## src/rtl/cpu_pkg.sv

```systemverilog
// -----------------------------------------------------------------------------
// cpu_pkg
// Shared definitions for the accumulator CPU: opcode constants (also used by
// the ALU), the sequencer state encoding, and the helper that identifies the
// opcodes whose result goes through the ALU into the accumulator.
// -----------------------------------------------------------------------------
package cpu_pkg;

  // Opcode encoding, shared with the ALU
  localparam logic [2:0] OP_HLT = 3'b000;
  localparam logic [2:0] OP_SKZ = 3'b001;
  localparam logic [2:0] OP_ADD = 3'b010;
  localparam logic [2:0] OP_AND = 3'b011;
  localparam logic [2:0] OP_XOR = 3'b100;
  localparam logic [2:0] OP_LDA = 3'b101;
  localparam logic [2:0] OP_STO = 3'b110;
  localparam logic [2:0] OP_JMP = 3'b111;

  // Phases 0..7 are encoded by their phase number so the low three bits
  // double as the debug phase; HALTED sits outside that range.
  typedef enum logic [3:0] {
    ST_INST_ADDR  = 4'd0,
    ST_INST_FETCH = 4'd1,
    ST_INST_LOAD  = 4'd2,
    ST_IDLE       = 4'd3,
    ST_OP_ADDR    = 4'd4,
    ST_OP_FETCH   = 4'd5,
    ST_ALU_OP     = 4'd6,
    ST_STORE      = 4'd7,
    ST_HALTED     = 4'd8
  } state_t;

  // True for opcodes that read an operand and load the accumulator
  function automatic logic is_aluop(input logic [2:0] op);
    logic r;
    case (op)
      OP_ADD, OP_AND, OP_XOR, OP_LDA: r = 1'b1;
      default:                        r = 1'b0;
    endcase
    return r;
  endfunction

endpackage

```

## src/rtl/cpu_controller.sv

```systemverilog
// -----------------------------------------------------------------------------
// cpu_controller
// Eight-phase instruction sequencer for the accumulator CPU. A state register
// steps through the eight phases on every enabled clock; a combinational
// decode of state, opcode and zero drives the register/memory strobes.
//
// Ports:
//   clk     in   system clock, rising edge
//   rst_n   in   asynchronous active-low reset
//   enable  in   phase-advance enable (0 = hold phase and outputs)
//   opcode  in   [2:0] instruction-register opcode
//   zero    in   accumulator-is-zero flag from the ALU
//   sel     out  address mux select (1 = PC, 0 = IR operand address)
//   rd      out  memory read enable
//   ld_ir   out  instruction register load
//   inc_pc  out  program counter increment
//   ld_pc   out  program counter load (jump)
//   ld_ac   out  accumulator load from ALU
//   wr      out  memory write strobe
//   data_e  out  accumulator drives the data bus
//   halt    out  CPU halted
//   phase   out  [2:0] current phase (7 while halted)
// -----------------------------------------------------------------------------
module cpu_controller
  import cpu_pkg::*;
#(
  parameter int NUM_PHASES = 8
) (
  input  logic       clk,
  input  logic       rst_n,
  input  logic       enable,
  input  logic [2:0] opcode,
  input  logic       zero,
  output logic       sel,
  output logic       rd,
  output logic       ld_ir,
  output logic       inc_pc,
  output logic       ld_pc,
  output logic       ld_ac,
  output logic       wr,
  output logic       data_e,
  output logic       halt,
  output logic [2:0] phase
);

  state_t r_state;
  state_t w_next_state;
  logic   w_aluop;

  assign w_aluop = is_aluop(opcode);

  // State register
  always_ff @(posedge clk or negedge rst_n) begin
    if (!rst_n) begin
      r_state <= ST_INST_ADDR;
    end else begin
      r_state <= w_next_state;
    end
  end

  // Next-state: advance one phase per enabled cycle; HLT diverts to HALTED
  always_comb begin
    w_next_state = r_state;
    if (enable) begin
      case (r_state)
        ST_INST_ADDR:  w_next_state = ST_INST_FETCH;
        ST_INST_FETCH: w_next_state = ST_INST_LOAD;
        ST_INST_LOAD:  w_next_state = ST_IDLE;
        ST_IDLE:       w_next_state = ST_OP_ADDR;
        ST_OP_ADDR:    w_next_state = (opcode == OP_HLT) ? ST_HALTED : ST_OP_FETCH;
        ST_OP_FETCH:   w_next_state = ST_ALU_OP;
        ST_ALU_OP:     w_next_state = ST_STORE;
        ST_STORE:      w_next_state = ST_INST_ADDR;
        ST_HALTED:     w_next_state = ST_HALTED;
        default:       w_next_state = ST_INST_ADDR;
      endcase
    end else begin
      w_next_state = r_state;
    end
  end

  // Output decode; outputs track state directly so stalls hold them
  always_comb begin
    sel    = 1'b0;
    rd     = 1'b0;
    ld_ir  = 1'b0;
    inc_pc = 1'b0;
    ld_pc  = 1'b0;
    ld_ac  = 1'b0;
    wr     = 1'b0;
    data_e = 1'b0;
    halt   = 1'b0;
    case (r_state)
      ST_INST_ADDR: begin
        sel = 1'b1;
      end
      ST_INST_FETCH: begin
        sel = 1'b1;
        rd  = 1'b1;
      end
      ST_INST_LOAD, ST_IDLE: begin
        sel   = 1'b1;
        rd    = 1'b1;
        ld_ir = 1'b1;
      end
      ST_OP_ADDR: begin
        inc_pc = 1'b1;
        halt   = (opcode == OP_HLT);
      end
      ST_OP_FETCH: begin
        rd = w_aluop;
      end
      ST_ALU_OP: begin
        rd     = w_aluop;
        inc_pc = (opcode == OP_SKZ) && zero;
        ld_pc  = (opcode == OP_JMP);
        data_e = (opcode == OP_STO);
      end
      ST_STORE: begin
        rd     = w_aluop;
        ld_ac  = w_aluop;
        inc_pc = (opcode == OP_JMP);
        ld_pc  = (opcode == OP_JMP);
        wr     = (opcode == OP_STO);
        data_e = (opcode == OP_STO);
      end
      ST_HALTED: begin
        halt = 1'b1;
      end
      default: begin
        sel = 1'b0;
      end
    endcase
  end

  // Debug phase: the phase number, pinned to the last phase while halted
  assign phase = (r_state == ST_HALTED) ? 3'(NUM_PHASES - 1) : r_state[2:0];

endmodule

```

## config.mk

```make
export PLATFORM = sky130hd
export DESIGN_NAME = cpu_controller
export DESIGN_NICKNAME = d
export VERILOG_FILES = /design/src/rtl/cpu_pkg.sv /design/src/rtl/cpu_controller.sv
export SDC_FILE = /design/constraint.sdc
export NUM_CORES = 1
export LEC_CHECK = 0
export CELL_PAD_IN_SITES_DETAIL_PLACEMENT = 0
export CELL_PAD_IN_SITES_GLOBAL_PLACEMENT = 1
export CORE_MARGIN = 2
export CORE_UTILIZATION = 23
export CTS_BUF_LIST = sky130_fd_sc_hd__clkbuf_4 sky130_fd_sc_hd__clkbuf_8 sky130_fd_sc_hd__clkbuf_16
export DETAILED_ROUTE_END_ITERATION = 12
export PLACE_DENSITY_LB_ADDON = 0.1
export REMOVE_ABC_BUFFERS = 1
export SLEW_MARGIN = 25
export SYNTH_ARGS = -nofsm -noshare
export SYNTH_HDL_FRONTEND = slang
export SYNTH_SLANG_ARGS = --single-unit
```

## constraint.sdc

```tcl
create_clock -name clk -period 1 [get_ports clk]
set_input_delay 0.1 -clock clk [delete_from_list [all_inputs] [get_ports clk]]
set_output_delay 0.1 -clock clk [all_outputs]
set_load 0.02 [all_outputs]
```

Yosys cells after proc, flatten, opt, wreduce, memory -nomap -nowiden
Cells that the tools add are included.
{"block": "classes", "eq_ne": 15, "reduce_logical": 9, "muxes": 13}
{"cell": "$pmux 4 s8", "count": 1}
{"cell": "$eq 4x3->1 const B", "count": 4}
{"cell": "$eq 3x3->1 const B", "count": 4}
{"cell": "$eq 4x2->1 const B", "count": 2}
{"cell": "$reduce_or 4->1", "count": 2}
{"cell": "$mux 1", "count": 7}
{"cell": "$eq 3x2->1 const B", "count": 2}
{"cell": "$reduce_or 3->1", "count": 2}
{"cell": "$eq 4x1->1 const B", "count": 1}
{"cell": "$eq 4x4->1 const B", "count": 1}
{"cell": "$logic_not 4->1", "count": 1}
{"cell": "$mux 4", "count": 1}
{"cell": "$pmux 1 s2", "count": 2}
{"cell": "$reduce_or 2->1", "count": 2}
{"cell": "$eq 3x1->1 const B", "count": 1}
{"cell": "$logic_not 3->1", "count": 1}
{"cell": "$mux 3", "count": 1}
{"cell": "$pmux 1 s3", "count": 1}
{"cell": "$logic_and 1x1->1", "count": 1}
{"block": "totals", "in_bits": 7, "ff_bits": 4, "output_inout_bits": 12, "word_cells": 38}

Longest topological paths before layout
Gate-level depths: netlist of run 1.
{"block": "logic_depth", "depth_word": 4, "ltp_mapped": 4, "ltp_nobuf": 3}

Worst setup path after synthesis of run 1
No wires, ideal clock.
{"block": "synth_timing", "path_kind": "flip-flop to output port", "start": "register r_state[3]", "end": "output port wr", "setup_slack_ns": -0.372, "n_path_buf": 1, "path_stages_with_launch": 5, "t_required_ns": 0.900, "t_arrival_ns": 1.272, "cell_sequence": "dfrtp_1 buf_2 nor2b_4 nand4_1 nor3b_1"}
{"block": "synth_between", "elab_chain_len": 2}
{"element": "start: declaration", "line_no": "cpu_controller.sv:46", "text": "state_t r_state;"}
{"element": "start signal: assignment", "line_no": "cpu_controller.sv:57", "text": "r_state <= w_next_state;"}
{"element": "$eq 4x3->1", "line_no": "cpu_controller.sv:93", "text": "case (r_state)"}
{"element": "$mux 1", "line_no": "cpu_controller.sv:93"}
{"element": "end: declaration", "line_no": "cpu_controller.sv:40", "text": "output logic wr,"}
No other way between the ends.

Worst setup path in the final report of run 1
{"block": "layout_timing", "start": "register r_state[1]", "end": "output port halt"}
{"block": "layout_between", "elab_chain_len": 2, "word_cells_on_any_way": 3, "cone_classes": "eq/ne (2); mux (1)"}
{"element": "$eq 4x4->1 / $eq 4x3->1 (equally long branches)", "line_no": "cpu_controller.sv:93"}
{"element": "$pmux 1 s2 *", "line_no": "cpu_controller.sv:93"}
{"element": "end: declaration", "line_no": "cpu_controller.sv:42", "text": "output logic halt,"}
Mark *: on every way between the ends. The rest lies on a longest branch, timed or not.

==> key figures, run 1 <==
Outcome
  – Outcome: complete, but fails checks
  – Failing checks: setup timing

Drt
  – Wire per inst: between 10 and 15 um
  – Initial drt markers: 5
  – Drt pass-1 iters: 3
  – Vias per cell: just under 5
  – Final wirelength: ~1200 um
  – DR DRC count: 0
  – Total number of vias: just over 500
  – Detail Route Antenna Nets: 0

GRT
  – Grt ovf: 0
  – Vias in the first global route: 472
  – Largest net degree at the start of global routing: 13
  – Antenna violations before repair: 0
  – Gr usage total: 0.1380
  – First-pass GRT wire length: 2076 um

Critical path
  – CP Data Arrival Time: 1.28 ns
  – Critical path's largest stage delay: around 0.44 ns
  – Worst Reg-to-Reg Cells: 4
  – CP Capture Type: output port
  – Worst path cell trace: buf_12, nor2_4, a21boi_2, buf_4
  – WP data required: 0.90 ns
  – CP max stage cell: dfrtp_2
  – Critical path startpoint category: flop
  – Reg2reg end: r_state[2]
  – Setup slack, reg-to-reg: -0.35 ns
  – R2r startpoint: r_state[0]
  – Crit path max fanout: 5
  – WS Path Type: reg2out

CTS
  – Sink Count: 4
  – CTS root buf: clkbuf_4
  – TritonCTS clock tree: yes
  – Worst-case clock buffer depth: 2
  – Clk pin slew, worst setup/hold paths: 0.04 ns
  – H-tree Lvls: 1
  – CTS Hold Bufs: 0
  – Worst-Skew Late Latency: between 0.2 and 0.25 ns
  – Num CTS Buffers: 3

Layout
  – Final core utilization: 0.5187
  – Largest regs: r_state: 4 flops
  – Most flops, register: r_state
  – Max reg flops: 4
  – Nets: 96
  – Layout area overhead: 104.8%
  – Final Cell Area: 799.5 um2
  – Layout cells sized above 1: 0.5402
  – N_diodes: 0
  – Filler cell count: 158

Power and ir drop
  – Worst-case vdd ir drop: between 0.001 and 0.0015 V
  – Pleak: 0.3666 nW
  – Pwr Total: 2.163 mW
  – Pwr per Cell Area: between 2000 and 3000 nW/um2

Place
  – Dpl cell area: 659.4 um2
  – Dpl ws: -0.8803 ns
  – Detailed placement HPWL: 890.2 um
  – Port buffer count: 18
  – GP Congestion: 0.8005

STA
  – Unrepaired setup endpoints after global routing: yes
  – Clock skew: 0.003251 ns
  – Final setup TNS: -4.309 ns
  – Worst Tran Pin Value: 0.3308 ns
  – # setup viols final: 15
  – Period Utilization, post-route: 1.380
  – Final worst path period need: 1.380 ns
  – Final Hold Fails: 0
  – Max-Slew Margin vs Limit: 0.7774
  – Final WS setup: -0.3802 ns
  – Slew Limit Fails: 0
  – Fmax: 724.5 MHz

Synthesis
  – Largest cells by area after synthesis: dfrtp_1 (26%), nand2_1 (8.7%), nor2_1 (5.8%)
  – Ys flop type: dfrtp_1
  – Top-count cell post-synth: nand2_1
  – Synth Instances: 52
  – FFs w/ async S/R, synth: 1.000
  – Synth cell types: 28
  – Synthesized area: ~390 um2
  – Mapped Avg Cell Area: 7.507 um2
  – Cell taking the most area after synthesis: dfrtp_1
  – Commonest cells post-synth: nand2_1 (9), nor2_1 (6), dfrtp_1 (4)
  – Seq cells post-synth: 4
  – Warning count from the yosys run: 0
  – Synth top area share: 0.2564
  – Number of flops mapped to enable cells by yosys: 0
  – Sequential fraction of the synthesis area: 0.2564

Flow run
  – Max-Cap Viols: 0

Floorplan
  – Die W: 45.20 um
  – Die H: around 45 um
  – Die area: 2043 um2
  – # rows: 14
  – Initial Util: 0.2532
  – Ports: 19
  – CORE AREA: 1541 um2

Hold path
  – Worst min path class: in2async
[worst max-delay path, delay by kind of cell (launching register included)]
family / cells / cell delay (ns)
compound gates: 1 / 0.17
buf+inv: 2 / 0.28
flops: 1 / 0.44
simple gates: 1 / 0.15
[stage by stage]
step | hold slack (ns) | std cells
after detailed placement | 0.3094 | 95
final | 0.06370 | 103
after global routing | 0.07551 | 103
after CTS | 0.06169 | 100
after floorplan | -0.1956 | 48
after global placement | 0.3090 | 95
[per-layer routing]
metal / wire [um] / up-vias / GRT usage
met1: 552 / 225 / 0.1820
met2: 615 / 14 / 0.2200
met4: 14 / 0 / 0.07059
met3: 56 / 2 / 0.01600
li1: - / 262 / -
met5: 0 / - / 0
[cell families after synthesis]
| group | share of synthesized area |
|---|---|
| compound gates | 0.2308 |
| xor+xnor | 0.02244 |
| buf+inv | 0.08333 |
| flops | 0.2564 |
| simple gates | 0.4071 |
[timing repair]
action | CTS | global route
setup buffers | 2 | 3
gates resized for setup | 77 | 13
setup endpoints to repair | 16 | 16
pin swaps | 9 | 5
[layout by cell type (no fill, tap or decap), types with 2 or more instances in the layout]
cell type / synthesis / layout
nand2_2: 0 / 2
o21ai_1: 3 / 3
buf_4: 1 / 19
clkbuf_4: 0 / 3
nor2_1: 6 / 4
nor2b_4: 1 / 2
dlygate4sd2_1: 0 / 2
nand2_1: 9 / 7
dfrtp_1: 4 / 3
o21bai_1: 2 / 2
buf_6: 1 / 9
clkdlybuf4s50_1: 0 / 3
nand3_1: 2 / 2
nand4_1: 3 / 3
[how the worst max path moves through the flow]
stage	from	endpoint	slack, ns
detailed placement	opcode[1]	inc_pc	-0.88
finish	r_state[1]	halt	-0.38
CTS	r_state[3]	wr	-0.39
floorplan	r_state[2]	wr	-0.41
global placement	opcode[1]	halt	-0.90
global route	r_state[1]	halt	-0.44
[area by class of cell]
type | count | area (um2) | area share
inverter | 1 | 3.754 | 0.004695
clock buffer | 3 | 22.52 | 0.02817
multi-input combinational | 43 | 312.8 | 0.3912
sequential | 4 | 101.3 | 0.1268
tap | 16 | 20.02 | 0.02504
timing repair buffer | 36 | 339.1 | 0.4241
[where the power goes]
group	internal (mW)	switching (mW)
Combinational	0.930	0.735
Sequential	0.222	0.0787
Clock	0.134	0.0631
Note: power is estimated with default switching activity, not from simulation.
==> inputs of run 2 (changes only) <==
--- a/config.mk
+++ b/config.mk
@@ -8,7 +8,7 @@
 export CELL_PAD_IN_SITES_DETAIL_PLACEMENT = 0
 export CELL_PAD_IN_SITES_GLOBAL_PLACEMENT = 1
 export CORE_MARGIN = 2
-export CORE_UTILIZATION = 23
+export CORE_UTILIZATION = 26
 export CTS_BUF_LIST = sky130_fd_sc_hd__clkbuf_4 sky130_fd_sc_hd__clkbuf_8 sky130_fd_sc_hd__clkbuf_16
 export DETAILED_ROUTE_END_ITERATION = 12
 export PLACE_DENSITY_LB_ADDON = 0.1
==> constraint.sdc (replaced) <==
create_clock -name clk -period 1.5 [get_ports clk]
set_input_delay 0.15 -clock clk [delete_from_list [all_inputs] [get_ports clk]]
set_output_delay 0.15 -clock clk [all_outputs]
set_load 0.02 [all_outputs]
==> key figures, run 2 (synthesized netlist as in run 1, its figures left out) <==
Outcome
  – Outcome: finished, final reports clean

Floorplan
  – Initial Util: 0.2892
  – CORE AREA: approximately 1400 um2
  – Die H: around 43 um
  – Die area: 1828 um2
  – # rows: 13
  – Die W: 42.75 um
  – Ports: 19

Critical path
  – Critical path's largest stage delay: 0.41 ns
  – WS Path Type: reg2out
  – Worst path top cell family by delay: buffers and inverters
  – WP buf/inv: 3
  – WP data required: about 1.4 ns
  – CP Capture Type: output port
  – Cell mode on critical path: buf_4
  – Critical path startpoint category: flop
  – CP max stage cell: dfrtp_1
  – Worst path cell trace: buf_4, nor2_2, buf_4, clkdlybuf4s15_2
  – Crit path max fanout: 8
  – CP Data Arrival Time: 1.29 ns

Place
  – Port buffer count: 18
  – Placed cell count: 94
  – Detailed placement HPWL: 825 um
  – Dpl cell area: 658.1 um2
  – GP Congestion: 0.6963

STA
  – Final setup TNS: 0 ns
  – Worst hold slack: 0.1185 ns
  – Worst Tran Pin Value: slightly above 0.3 ns
  – # setup viols final: 0
  – Fmax: 692.7 MHz
  – Max-Slew Margin vs Limit: 0.7945
  – Slew Limit Fails: 0
  – Final Hold Fails: 0
  – Clock skew: 0.0008710 ns
  – Period Utilization, post-route: 0.9624
  – Final worst path period need: 1.444 ns

Layout
  – Layout cells sized above 1: 0.4390
  – Most flops, register: r_state
  – Final Cell Area: 649.4 um2
  – Most common cell after layout, fill and taps aside: buf_4
  – Largest regs: r_state: 4 flops
  – N_diodes: 0
  – Layout area overhead: 66.35%
  – Nets: 91
  – Non-filler instance count after layout: 97
  – Max reg flops: 4
  – Highest-count cells in the layout ignoring fill and taps: buf_4 (13), nand2_1 (9), buf_2 (8)
  – Filler cell count: 159
  – Register Area: 102.6 um2
  – Area of the multi-input gates: between 200 and 300 um2

CTS
  – H-tree Lvls: 1
  – Post_cts resized: 42
  – Sink Count: 4
  – CTS Hold Bufs: 0
  – Setup bufs post-CTS: 0
  – Worst-case clock buffer depth: 2
  – Num CTS Buffers: 3
  – Clk pin slew, worst setup/hold paths: 0.04 ns
  – TritonCTS clock tree: yes
  – CTS root buf: clkbuf_4
  – Worst-Skew Late Latency: 0.23 ns

Drt
  – Vias per cell: ~4.9
  – Initial drt markers: 5
  – Final wirelength: 1121 um
  – Wire per inst: 11.56 um
  – Detail Route Antenna Nets: 0
  – Total number of vias: 473
  – DR DRC count: 0
  – Drt pass-1 iters: 4

GRT
  – Largest net degree at the start of global routing: 10
  – First-pass GRT wire length: 1773 um
  – Vias in the first global route: approximately 430
  – Grt ovf: 0
  – Gr usage total: 0.1280
  – Antenna violations before repair: 0

Flow run
  – Max-Cap Viols: 0

Power and ir drop
  – Worst-case vdd ir drop: between 0.0008 and 0.0009 V
  – Pleak: between 0.3 and 0.4 nW
  – Pwr per Cell Area: 1674 nW/um2

Hold path
  – Worst min path class: in2async
## run 2: path summary, 6_finish.rpt
check | start | endpoint | slack, ns | depth (start not counted)
worst max-delay path | r_state[3] | sel | 0.06 | 4
worst min-delay path | rst_n | r_state[2] | 0.12 | 1
worst max register to register | r_state[0] | r_state[2] | 0.18 | 4
worst min register to register | r_state[2] | r_state[0] | 0.66 | 2
max in group asynchronous | rst_n | r_state[0] | 1.20 | 1
min in group clk | opcode[0] | r_state[3] | 0.48 | 5
## run 2: worst reg2reg max path, stage by stage (launching register included)
cell	delay (ns)
dfrtp_2	0.45
buf_4	0.16
nor4_1	0.33
o311a_1	0.19
o22ai_1	0.07
## run 2: per-stage QoR
stage | setup WS (ns) | util | power, mW
after floorplan | 0.03822 | - | 0.5920
after global placement | -0.4784 | 0.4875 | 1.018
after detailed placement | -0.4562 | 0.4875 | 1.021
after CTS | -0.001636 | 0.4921 | 1.109
after global routing | -0.005894 | 0.4810 | 1.173
final | 0.05638 | 0.4810 | 1.087
## run 2: final cells by class
cell class	instances	area share
multi-input combinational	43	0.4200
clock buffer	3	0.03468
sequential	4	0.1580
inverter	1	0.005780
tap	15	0.02890
timing repair buffer	31	0.3526
## run 2: power by group
group / internal (mW) / switching [mW]
Combinational: 0.356 / 0.393
Clock: 0.0895 / 0.0445
Sequential: 0.150 / 0.0551
Total: 0.595 / 0.492
## run 2: per-layer routing
metal  vias to the layer above  part of all wire  track usage
met1                       203              0.49       0.1603
met4                         0                 0      0.05625
met2                        21              0.45       0.1970
met3                         0             0.067      0.04255
met5                         -                 0            0
li1                        249                 -            -
